<file path="src/rtl/instruction_fetch_unit_pkg.sv">
// rtl/instruction_fetch_unit_pkg.sv - shared types and constants for the instruction fetch unit
package instruction_fetch_unit_pkg;

  localparam int unsigned IFU_ADDR_WIDTH = 8;
  localparam int unsigned IFU_DATA_WIDTH = 16;

  // Reset/restart address and the encoding that ends execution (shared with the decoder)
  localparam logic [IFU_ADDR_WIDTH-1:0] IFU_RESET_PC  = 8'h00;
  localparam logic [IFU_DATA_WIDTH-1:0] IFU_HALT_WORD = 16'hFFFF;

  typedef enum logic [1:0] {
    S_IDLE  = 2'd0,
    S_FETCH = 2'd1,
    S_VALID = 2'd2,
    S_DONE  = 2'd3
  } ifu_state_t;

endpackage

</file>
<file path="src/rtl/instruction_fetch_unit_program_counter.sv">
// rtl/instruction_fetch_unit_program_counter.sv - program counter with load, increment and rollover flag
module instruction_fetch_unit_program_counter
  import instruction_fetch_unit_pkg::*;
#(
  parameter int unsigned             ADDR_WIDTH = IFU_ADDR_WIDTH,
  parameter logic [ADDR_WIDTH-1:0]   RESET_PC   = IFU_RESET_PC
) (
  input  logic                  clock,
  input  logic                  reset,
  input  logic                  load,
  input  logic [ADDR_WIDTH-1:0] load_value,
  input  logic                  inc,
  output logic [ADDR_WIDTH-1:0] pc,
  output logic                  wrap
);

  logic [ADDR_WIDTH-1:0] r_pc;
  logic                  r_wrap;

  // Load wins over increment; wrap only flags a rollover caused by increment, never by a load
  always_ff @(posedge clock) begin
    if (!reset) begin
      r_pc   <= RESET_PC;
      r_wrap <= 1'b0;
    end else if (load) begin
      r_pc   <= load_value;
      r_wrap <= 1'b0;
    end else if (inc) begin
      r_pc   <= r_pc + 1'b1;
      r_wrap <= (r_pc == {ADDR_WIDTH{1'b1}});
    end else begin
      r_wrap <= 1'b0;
    end
  end

  assign pc   = r_pc;
  assign wrap = r_wrap;

endmodule

</file>
<file path="src/rtl/instruction_fetch_unit.sv">
// rtl/instruction_fetch_unit.sv - sequential fetcher feeding the IR to the control unit over valid/ready
module instruction_fetch_unit
  import instruction_fetch_unit_pkg::*;
#(
  parameter int unsigned             ADDR_WIDTH = IFU_ADDR_WIDTH,
  parameter int unsigned             DATA_WIDTH = IFU_DATA_WIDTH,
  parameter logic [ADDR_WIDTH-1:0]   RESET_PC   = IFU_RESET_PC,
  parameter logic [DATA_WIDTH-1:0]   HALT_WORD  = IFU_HALT_WORD
) (
  input  logic                  clock,
  input  logic                  reset,
  input  logic                  start,
  input  logic                  pause,
  output logic [ADDR_WIDTH-1:0] address,
  input  logic [DATA_WIDTH-1:0] instruction,
  output logic [DATA_WIDTH-1:0] ir,
  output logic                  ir_valid,
  input  logic                  ir_ready,
  input  logic                  jump_en,
  input  logic [ADDR_WIDTH-1:0] jump_addr,
  output logic [ADDR_WIDTH-1:0] pc,
  output logic                  done,
  output logic                  wrap
);

  ifu_state_t            r_state;
  ifu_state_t            w_next_state;
  logic [DATA_WIDTH-1:0] r_ir;
  logic                  r_ir_valid;
  logic                  r_done;
  logic                  w_ir_valid_next;
  logic                  w_ir_load;
  logic                  w_pc_load;
  logic [ADDR_WIDTH-1:0] w_pc_load_value;
  logic                  w_pc_inc;
  logic                  w_accept;
  logic [ADDR_WIDTH-1:0] w_pc;

  assign w_accept = r_ir_valid && ir_ready;

  instruction_fetch_unit_program_counter #(
    .ADDR_WIDTH (ADDR_WIDTH),
    .RESET_PC   (RESET_PC)
  ) u_program_counter (
    .clock      (clock),
    .reset      (reset),
    .load       (w_pc_load),
    .load_value (w_pc_load_value),
    .inc        (w_pc_inc),
    .pc         (w_pc),
    .wrap       (wrap)
  );

  // Next state and datapath controls; pause overrides everything in FETCH/VALID but never drops an accept
  always_comb begin
    w_next_state    = r_state;
    w_ir_valid_next = r_ir_valid;
    w_ir_load       = 1'b0;
    w_pc_load       = 1'b0;
    w_pc_load_value = w_pc;
    w_pc_inc        = 1'b0;
    case (r_state)
      S_IDLE: begin
        w_ir_valid_next = 1'b0;
        if (start) w_next_state = S_FETCH;
      end
      S_FETCH: begin
        if (pause) begin
          w_ir_valid_next = 1'b0;
          w_next_state    = S_IDLE;
        end else begin
          w_ir_load       = 1'b1;
          w_pc_inc        = 1'b1;
          w_ir_valid_next = 1'b1;
          w_next_state    = S_VALID;
        end
      end
      S_VALID: begin
        if (pause) begin
          w_ir_valid_next = 1'b0;
          w_next_state    = S_IDLE;
        end else if (w_accept) begin
          if (r_ir == HALT_WORD) begin
            w_ir_valid_next = 1'b0;
            w_next_state    = S_DONE;
          end else if (jump_en) begin
            w_ir_valid_next = 1'b0;
            w_pc_load       = 1'b1;
            w_pc_load_value = jump_addr;
            w_next_state    = S_FETCH;
          end else begin
            w_ir_load = 1'b1;
            w_pc_inc  = 1'b1;
          end
        end
      end
      S_DONE: begin
        w_ir_valid_next = 1'b0;
        if (start) begin
          w_pc_load       = 1'b1;
          w_pc_load_value = RESET_PC;
          w_next_state    = S_FETCH;
        end
      end
      default: begin
        w_ir_valid_next = 1'b0;
        w_next_state    = S_IDLE;
      end
    endcase
  end

  // State, IR and registered status flags
  always_ff @(posedge clock) begin
    if (!reset) begin
      r_state    <= S_IDLE;
      r_ir       <= '0;
      r_ir_valid <= 1'b0;
      r_done     <= 1'b0;
    end else begin
      r_state    <= w_next_state;
      r_ir_valid <= w_ir_valid_next;
      r_done     <= (w_next_state == S_DONE);
      if (w_ir_load) r_ir <= instruction;
    end
  end

  assign address  = w_pc;
  assign pc       = w_pc;
  assign ir       = r_ir;
  assign ir_valid = r_ir_valid;
  assign done     = r_done;

endmodule

</file>
<file path="config.mk">
export PLATFORM = sky130hd
export DESIGN_NAME = instruction_fetch_unit
export DESIGN_NICKNAME = d
export VERILOG_FILES = /design/src/rtl/instruction_fetch_unit_pkg.sv /design/src/rtl/instruction_fetch_unit_program_counter.sv /design/src/rtl/instruction_fetch_unit.sv
export SDC_FILE = /design/constraint.sdc
export NUM_CORES = 1
export LEC_CHECK = 0
export ABC_AREA = 1
export BUFFER_PORTS_ARGS = -buffer_cell sky130_fd_sc_hd__buf_2
export CAP_MARGIN = 10
export CORE_AREA = 3 3 73 75
export CTS_CLUSTER_SIZE = 20
export DETAILED_ROUTE_END_ITERATION = 7
export DIE_AREA = 0 0 76 78
export HOLD_SLACK_MARGIN = 0.06
export MAX_ROUTING_LAYER = met4
export PLACE_DENSITY = 0.57
export SETUP_SLACK_MARGIN = 0.4
export SYNTH_ARGS = -nofsm -noshare
export SYNTH_HDL_FRONTEND = slang
export SYNTH_SLANG_ARGS = --single-unit
</file>
<file path="constraint.sdc">
create_clock -name clock -period 3.6 [get_ports clock]
set_input_delay 0.54 -clock clock [delete_from_list [all_inputs] [get_ports clock]]
set_output_delay 0.54 -clock clock [all_outputs]
set_load 0.01 [all_outputs]
</file>
# Word-level counts from Yosys, hierarchy flattened
# Cells that the tools add are included.
# totals
reg_bits	29
out_inout_bits	35
elab_cells	62
# op_classes
n_addsub	1
eq_ne	14
n_mux	32
bitwise	2
reduce_logical	7
# op_table
operator	n
$mux 8	7
$ne 3x3->1 const B	7
$eq 16x16->1 const B	1
$pmux 8 s2	1
$mux 1	14
$mux 2	6
$add 8x1->8 const B	1
$eq 8x8->1 const B	1
$reduce_and 7->1	1
$eq 2x2->1 const B	3
$pmux 2 s3	1
$ne 4x4->1 const B	1
$pmux 1 s2	2
$pmux 1 s3	1
$reduce_or 3->1	1
$eq 2x1->1 const B	1
$logic_not 2->1	1
$not 1->1	2
$reduce_and 2->1	1
$reduce_bool 2->1	1
$reduce_or 2->1	1
$logic_and 1x1->1	1

# Longest topological paths before layout
# Gate-level depths: netlist of the first run.
# depth
ltp_word	7
mapped_depth	13
mapped_depth_nobuf	12

# Cells and area by module
# A second synthesis of the first run with hierarchy kept.
# unflattened
hier_cells	249
hier_area_um2	1686.6
# by_module_without_submodules
module	instances	cells_per_inst	area_per_inst_um2	seq_area_each_um2
instruction_fetch_unit	1	176	1162.4	400.4
instruction_fetch_unit_program_counter	1	73	524.3	180.2

# Least setup slack after synthesis of the first run
# No wires, ideal clock.
# synth_timing
path_kind	register to register
from	reg r_state[0]
to	reg u_program_counter.r_pc[0], in the netlist u_program_counter.pc[0]
arrival_time_ns	1.503
t_required_ns	3.485
slack_ns	1.982
path_stages_with_launch	12
n_path_buf	1
cell_sequence	dfxtp_1 > inv_1 > ha_1 > nand2_1 > inv_1 > nand3_4 > nand2_1 > inv_1 > nand2_2 > buf_6 > a21oi_1 > nor2_1
# synth_via
elab_chain_cells	4
elab_cells_between_ends	15
# synth_lines
element	line_no	source
from (decl)	instruction_fetch_unit.sv:26	ifu_state_t r_state;
from (signal assigned)	instruction_fetch_unit.sv:120	r_state <= w_next_state;
$eq 2x2->1 / $eq 2x1->1 (equally long branches)	instruction_fetch_unit.sv:62	case (r_state)
$pmux 1 s2	instruction_fetch_unit.sv:62	
$ne 3x3->1 (no source line) / $reduce_bool 2->1 (equally long branches)	-	
$reduce_and 7->1 (no source line)	-	
to (signal assigned)	instruction_fetch_unit_program_counter.sv:26	r_pc <= load_value;
to (signal assigned)	instruction_fetch_unit_program_counter.sv:29	r_pc <= r_pc + 1'b1;
to (decl)	instruction_fetch_unit_program_counter.sv:17	logic [ADDR_WIDTH-1:0] r_pc;
# Parallel ways exist; a longest one is shown, timed or not.
# A chain may end at the register's enable or synchronous reset.

# Worst setup path in the final report of the first run
# layout_timing
from	reg r_state[0]
to	reg u_program_counter.r_pc[2], in the netlist u_program_counter.pc[2]
# The elaborated chain is that of the path after synthesis.

==> flow_summary.ini, run 1 <==
[outcome]
status = finished clean

[place]
dp_hpwl_um = 2830
portBuffers = 64
gp_congestion = 0.830

[clock_network]
cts_tree = done
postCtsHoldBufs = 0
cts_buffers = 5
clk_pin_slew_ns = 0.07
insertion_delay_ns = 0.28
h-tree-depth = 2
cts-root-buf = clkbuf_8
post_cts_buffers = 0
cts_resized = 0
numClockSinks = 29
clock_path_buffers = 2

[yosys]
yosysSeqAreaShare_pct = 35.4
netlist_area_mm2 = 0.00164
synthCells = 240
synthesis.nets = 275
ys_types = 24
syn_avg_cell_area_um2 = 6.83
synth-seq-cells = 29
ys_warn_count = 0

[worst_setup_path]
cp_max_fo = 33
start_kind = flip-flop
cp_slowest_cell = a21oi_4
crit_buf_inv = 1
crit_arrival_ns = 2.49
required_ns = 3.78
path_class = reg2reg
path_delay_family = compound AO/OA/AOI/OAI gates
crit_path_max_incr_delay_ns = 0.59
crit_chain = inv_1 > ha_1 > nand2_1 > nor3_2 > o21ai_1 > a21oi_4 > nand2_2 > a21oi_1 > nor2_1
critPathCaptureType = flip-flop

[pwr]
sw_frac_of_total_pct = 23.9
internal_power_mw = 0.598
p_leak_nw = 1.14
p_sw_mw = 0.188
p_comb_share_pct = 11.6
p_seq_share_pct = 43.9
ir_drop_mv = 0.213
clkPwrFrac_pct = 44.5
p_per_area_mw_per_mm2 = 383

[finish]
fin_util_pct = 43.4
syn2layout_area_growth_pct = 25.0
fillers = 496
nets = 330
antenna_cells = 0
drive_gt1_share_pct = 26.7

[die]
initial_core_util_pct = 34.7
core_area_mm2 = 0.00472
dieHeight_um = 78
io_pins = 65
die_width_um = 76
num_rows = 25
die-area_mm2 = 0.00593

[timing]
hold_viol = 0
worst_pin_slew_ns = 0.706
fin_crit_ns = 2.31
timing.fmax_ghz = 0.432
fin_worst_skew_ns = 0.00669
finalSetupTns_ns = 0
period_share_pct = 64.2
slew_viol_final = 0
finalSetupViolCount = 0
timing.slew.headroom_pct = 52.8
rsz0062_at_grt = no

[hold_path]
hold_class = in2reg

[detailed_routing]
wl_um = 3860
wl_per_cell_um = 10.6
drc = 0
postRouteAntennaNets = 0
drtPass1Iterations = 4
viasPerCell = 4.43
first_iter_violations = 105
dr_total_vias = 1609

[run]
drv_cap = 0

[global_routing]
first_global_vias = 1428
grt_pass1_wl_um = 6440
grt_use_total_pct = 13.7
overflow = 0
grt_max_degree = 34
antenna_found_initial = 0
-- Yosys cell counts --
cell	n	share of area [%]
clkbuf_1	2	0.46
o21ai_1	6	1.8
a21boi_0	1	0.46
nand3_1	19	5.8
inv_1	37	8.5
ha_1	5	3.8
nand2_2	3	1.1
nor2_1	18	4.1
nor3_2	1	0.61
a21oi_4	1	0.99
nand4_1	4	1.5
o21ai_0	15	4.6
nand3_2	1	0.61
nand2_1	50	11
nor2_2	1	0.38
dfxtp_1	29	35
a21oi_1	25	7.6
nand3_4	1	1.1
buf_2	4	1.2
buf_4	8	3.7
o211ai_1	1	0.46
xor2_1	5	2.7
nor3_1	1	0.30
buf_6	2	1.4
-- worst register-to-register path, stage by stage (launching register included) --
cell,delay (ns)
dfxtp_1,0.36
inv_1,0.08
ha_1,0.17
nand2_1,0.11
nor3_2,0.11
o21ai_1,0.12
a21oi_4,0.59
nand2_2,0.38
a21oi_1,0.24
nor2_1,0.06
-- kinds of logic (layout without fill, tap and decap cells) --
| logic type | after synthesis | after routing | share of synthesized area [%] |
|---|---|---|---|
| fa+ha+maj | 5 | 5 | 3.81 |
| flops | 29 | 29 | 35.4 |
| xor+xnor | 5 | 5 | 2.67 |
| compound gates | 49 | 49 | 15.9 |
| buf+inv | 53 | 109 | 15.2 |
| simple gates | 99 | 99 | 27.0 |
-- layout make-up --
type,count,area (um2),share of cell area [%]
multi-input cells,158,811,39.5
flip-flops and latches,29,581,28.3
inverters,37,139,6.77
clock inverters,1,30.0,1.46
clock buffers,7,86.3,4.21
well taps,67,83.8,4.09
repair buffers,64,320,15.6
-- power by group through the flow --
| stage | clock [mW] | combinational, mW | sequential (mW) |
|---|---|---|---|
| 4_1_cts | 0.362 | 0.0917 | 0.346 |
| 3_5_place_dp | 0 | 0.0910 | 0.353 |
| 3_3_place_gp | 0 | 0.0909 | 0.353 |
| 5_1_grt | 0.374 | 0.104 | 0.348 |
| 6_report | 0.350 | 0.0909 | 0.346 |
| 2_1_floorplan | 0 | 0.0551 | 0.356 |
-- path summary, 6_finish.rpt --
kind / startpoint / end / slack [ns] / depth (start not counted)
max: r_state[0] / u_program_counter.pc[2] / 1.29 / 9
min: instruction[13] / ir[13] / 0.49 / 3
max reg2reg: r_state[0] / u_program_counter.pc[2] / 1.29 / 9
min reg2reg: u_program_counter.pc[7] / u_program_counter.wrap / 0.51 / 2
-- per-layer routing --
metal / GRT usage [%] / wire [um]
met5: - / 0
met4: 4.89 / 33
met3: 4.64 / 316
met2: 20.4 / 1650
met1: 17.2 / 1860
-- cells in the final DEF, fill, tap and decap left out --
master	instances
inv_1	37
o211ai_1	1
xor2_1	5
nor2_1	18
nor2_2	1
a21oi_1	25
ha_1	5
nand3_2	1
clkbuf_1	1
nand3_1	19
nand2_2	3
nor3_2	1
nand3_4	1
o21ai_0	15
nand4_1	4
clkbuf_8	6
a21boi_0	1
nor3_1	1
bufinv_16	1
nand2_1	50
buf_2	64
o21ai_1	6
a21oi_4	1
dfxtp_1	29
-- state kept, by name, summed over array words and instances, names as in the netlist --
name	flops
u_program_counter.pc	8
u_program_counter.wrap	1
ir_valid	1
ir	16
r_state	2
done	1
-- per-stage QoR --
step	setup slack (ns)	instance area, um2	hold WS, ns	instances	power [mW]
floorplan	1.98	1640	0.525	240	0.411
global placement	1.17	1930	0.512	355	0.444
detailed placement	1.14	1930	0.508	355	0.444
CTS	1.26	2050	0.480	363	0.799
global route	0.969	2050	0.487	363	0.826
finish	1.29	2050	0.492	363	0.786
No activity file was read; power rests on OpenSTA's default activity.
==> run 2, diff against run 1 <==
clock period = 2.33 ns   (was 3.6 ns; I/O delays follow)
==> flow_summary.ini, run 2 (synthesis results as in run 1) <==
[finish]
nets = 331
fillers = 499
largest_reg_flops = 16
drive_gt1_share_pct = 27.4
antenna_cells = 0
syn2layout_area_growth_pct = 24.4
fin_util_pct = 43.2
multi_input_area_um2 = 818
layout_commonest_cell = buf_2
register_area_um2 = 582
layout.cells.most_common_list = 64 x buf_2, 49 x nand2_1, 37 x inv_1

[place]
dp_hpwl_um = 2780
portBuffers = 64
gp_congestion = 0.775
pre_cts_ws_ns = 0.470

[clock_network]
cts_resized = 0
h-tree-depth = 2
cts_buffers = 5
insertion_delay_ns = 0.27
post_cts_buffers = 0
clk_pin_slew_ns = 0.06
cts-root-buf = clkbuf_8
numClockSinks = 29
cts_tree = done
clock_path_buffers = 2
postCtsHoldBufs = 0

[worst_setup_path]
path_class = reg2reg
cp_common_cell = inv_1
critPathCaptureType = flip-flop
timing.rr.end = u_program_counter.pc[4]
ff2ff_setup_slack_ns = 0.65
reg2reg_from = r_state[0]
crit_path_max_incr_delay_ns = 0.37
cp_max_fo = 17
crit_chain = inv_1 > ha_1 > nand2_1 > inv_1 > nand3_4 > nand2_1 > inv_1 > nand2_4 > a21oi_1 > nor2_1
critPathLaunch = r_state[0]
path_delay_family = simple AND/OR/NAND/NOR gates
required_ns = 2.50
start_kind = flip-flop
crit_arrival_ns = 1.85
cp_slowest_cell = dfxtp_2
crit_buf_inv = 3
path_depth = 10
r2r_cells = 10

[timing]
setup_ws_ns = 0.650
fin_crit_ns = 1.68
timing.fmax_ghz = 0.595
worst_pin_slew_ns = 0.483
hold_viol = 0
finalSetupTns_ns = 0
slew_viol_final = 0
timing.slew.headroom_pct = 67.8
finalSetupViolCount = 0
period_share_pct = 72.1
fin_worst_skew_ns = 0.00272
rsz0062_at_grt = no

[outcome]
status = finished clean

[hold_path]
hold_depth = 3
hold_class = in2reg
worst_hold_path.endpoint = ir[6]
min_from = instruction[6]

[detailed_routing]
viasPerCell = 4.54
first_iter_violations = 57
wl_um = 3900
dr_total_vias = 1647
wl_per_cell_um = 10.7
drtPass1Iterations = 4
postRouteAntennaNets = 0
drc = 0

[pwr]
sw_frac_of_total_pct = 25.3
internal_power_mw = 0.812
p_leak_nw = 1.14
clkPwrFrac_pct = 37.7
p_sw_mw = 0.275
p_per_area_mw_per_mm2 = 533
p_seq_share_pct = 49.2
ir_drop_mv = 0.291
p_comb_share_pct = 13.1

[die]
die-area_mm2 = 0.00593
initial_core_util_pct = 34.7
core_area_mm2 = 0.00472
io_pins = 65
die_width_um = 76
dieHeight_um = 78
num_rows = 25

[global_routing]
overflow = 0
grt_max_degree = 33
antenna_found_initial = 0
grt_pass1_wl_um = 6530
grt_use_total_pct = 13.8
first_global_vias = 1454

[run]
drv_cap = 0
## run 2: worst max path at each step
stage | endpoint | slack (ns)
2_1_floorplan | u_program_counter.pc[0] | 0.71
3_3_place_gp | u_program_counter.pc[7] | 0.53
3_5_place_dp | u_program_counter.pc[4] | 0.47
4_1_cts | u_program_counter.pc[4] | 0.46
5_1_grt | u_program_counter.pc[5] | 0.44
6_report | u_program_counter.pc[4] | 0.65
## run 2: final cells by class
cell class | instances | area share [%]
inverter | 37 | 6.81
multi-input combinational | 158 | 40.1
tap | 67 | 4.11
clock buffer | 7 | 4.23
timing repair buffer | 65 | 16.2
sequential | 29 | 28.5
## run 2: per-layer routing
layer | global-route usage [%] | share of wire, % | vias up
li1 | - | - | 873
met1 | 16.1 | 47 | 699
met2 | 22.3 | 44 | 65
met3 | 3.71 | 6.5 | 10
met4 | 6.52 | 1.8 | 0
met5 | - | 0 | -
## run 2: tightest hold or removal path: cells and delay by family
kind	cells	cell delay [ns]
compound gates	1	0.05
buf+inv	2	0.13
## run 2: power groups by stage
stage,Clock (mW),Sequential [mW],Combinational (mW)
global placement,0,0.545,0.141
detailed placement,0,0.544,0.142
floorplan,0,0.550,0.0852
finish,0.410,0.534,0.143
global route,0.459,0.538,0.163
CTS,0.435,0.534,0.143
## run 2: per-stage QoR
stage | std cells | area, um2 | power, mW | hold WS (ns)
floorplan | 240 | 1640 | 0.635 | 0.477
global placement | 356 | 1940 | 0.686 | 0.512
detailed placement | 356 | 1940 | 0.686 | 0.508
CTS | 363 | 2030 | 1.11 | 0.286
global route | 363 | 2040 | 1.16 | 0.302
finish | 363 | 2040 | 1.09 | 0.305
==> run 3, diff against run 2 <==
clock period = 1.7 ns   (was 2.33 ns; I/O delays follow)
==> flow_summary.ini, run 3 (synthesis results as in run 1) <==
[clock_network]
postCtsHoldBufs = 0
numClockSinks = 29
clock_path_buffers = 2
cts_buffers = 5
h-tree-depth = 2
clk_pin_slew_ns = 0.07
insertion_delay_ns = 0.28
cts-root-buf = clkbuf_8
cts_tree = done

[global_routing]
antenna_found_initial = 0
overflow = 0
first_global_vias = 1636
grt_max_degree = 29
grt_pass1_wl_um = 7360
grt_use_total_pct = 15.7

[finish]
fillers = 475
layout.cells.most_common_list = 64 x buf_2, 49 x nand2_1, 32 x inv_1
antenna_cells = 0
fin_area_mm2 = 0.00236
drive_gt1_share_pct = 44.4
largest_reg_flops = 16
layout_commonest_cell = buf_2
nets = 345
syn2layout_area_growth_pct = 44.0

[worst_setup_path]
r2r_cells = 10
crit_arrival_ns = 1.77
required_ns = 1.91
reg2reg_from = r_state[0]
ff2ff_setup_slack_ns = 0.14
critPathLaunch = r_state[0]
cp_max_fo = 8
crit_chain = inv_2 > ha_4 > nand2_4 > nor3_4 > o21ai_2 > a21oi_4 > buf_6 > buf_8 > o21ai_0 > a21oi_1
timing.rr.end = ir[12]
endpoint = ir[12]
start_kind = flip-flop
crit_buf_inv = 3
crit_path_max_incr_delay_ns = 0.35
path_class = reg2reg
path_delay_family = compound AO/OA/AOI/OAI gates
cp_slowest_cell = dfxtp_4
critPathCaptureType = flip-flop
path_depth = 10

[pwr]
p_leak_nw = 1.27
p_per_area_mw_per_mm2 = 690
ir_drop_mv = 0.544
p_total_mw = 1.63

[detailed_routing]
wl_um = 4450
drc = 0
wl_per_cell_um = 11.8
first_iter_violations = 105
drtPass1Iterations = 4
dr_total_vias = 1756
postRouteAntennaNets = 0
viasPerCell = 4.65

[die]
core_area_mm2 = 0.00472
io_pins = 65
dieHeight_um = 78
initial_core_util_pct = 34.7
num_rows = 25
die_width_um = 76
die-area_mm2 = 0.00593

[outcome]
status = finished clean

[place]
dp_hpwl_um = 2920
placed_area_mm2 = 0.00203
gp_congestion = 0.798
portBuffers = 64

[timing]
hold_viol = 0
finalSetupTns_ns = 0
period_share_pct = 91.7
fin_crit_ns = 1.56
timing.fmax_ghz = 0.642
slew_viol_final = 0
rsz0062_at_grt = yes
fin_worst_skew_ns = 0.00828
timing.slew.headroom_pct = 60.8
worst_pin_slew_ns = 0.588
finalSetupViolCount = 0

[hold_path]
hold_class = in2reg

[run]
drv_cap = 0
-- run 3: changes by cell type in the layout (fill, tap and decap cells not counted), sizes merged --
cell	before	now
nand2	53	54
buf	65	78
clkinv	0	1
-- run 3: metrics by stage --
stage	hold WS, ns	util, %	std cells	worst slack, ns
global placement	0.487	43.0	362	0.165
global route	0.192	50.0	378	0.0324
floorplan	0.376	-	240	0.206
detailed placement	0.490	43.0	362	0.135
finish	0.190	50.0	378	0.141
CTS	0.179	49.1	377	0.116
-- run 3: metal layers --
metal  vias to the layer above  global-route usage, %  share of wire [%]
met1                       790                   19.3                 47
met4                         0                   6.16               0.74
li1                        902                      -                  -
met5                         -                      -                  0
met2                        60                   24.2                 44
met3                         4                   4.87                7.7
-- run 3: timing repair --
| item | in CTS | in global routing |
|---|---|---|
| endpoints found under the setup margin | 29 | 29 |
| cloned | 3 | 0 |
| gates resized for setup | 47 | 14 |
| pin swaps | 8 | 5 |
| buffers inserted | 4 | 1 |
-- run 3: final cells by class --
| cell class | instances | area (um2) | area share [%] |
|---|---|---|---|
| clock buffers | 7 | 96.3 | 4.08 |
| clock inverters | 1 | 5.00 | 0.212 |
| inverters | 37 | 139 | 5.88 |
| multi-input cells | 159 | 945 | 40.0 |
| flip-flops and latches | 29 | 601 | 25.4 |
| well taps | 67 | 83.8 | 3.55 |
| repair buffers | 78 | 493 | 20.9 |
-- run 3: how the worst min path moves through the flow --
stage / to / startpoint / cells past startpoint
3_3_place_gp: ir[5] / instruction[5] / 3
3_5_place_dp: ir[5] / instruction[5] / 3
2_1_floorplan: ir[5] / instruction[5] / 2
5_1_grt: ir[4] / instruction[4] / 3
4_1_cts: ir[4] / instruction[4] / 3
6_report: ir[4] / instruction[4] / 3
-- run 3: worst register-to-register path: stages (launching register included) --
cell and delay [ns]:
dfxtp_4 0.35, inv_2 0.06, ha_4 0.14, nand2_4 0.07
nor3_4 0.12, o21ai_2 0.09, a21oi_4 0.15, buf_6 0.15
buf_8 0.13, o21ai_0 0.08, a21oi_1 0.14
-- run 3: power by group --
part	internal, mW	total, mW	switching (mW)
Combinational	0.118	0.255	0.136
Clock	0.366	0.640	0.274
Sequential	0.709	0.735	0.0260
Total	1.19	1.63	0.437
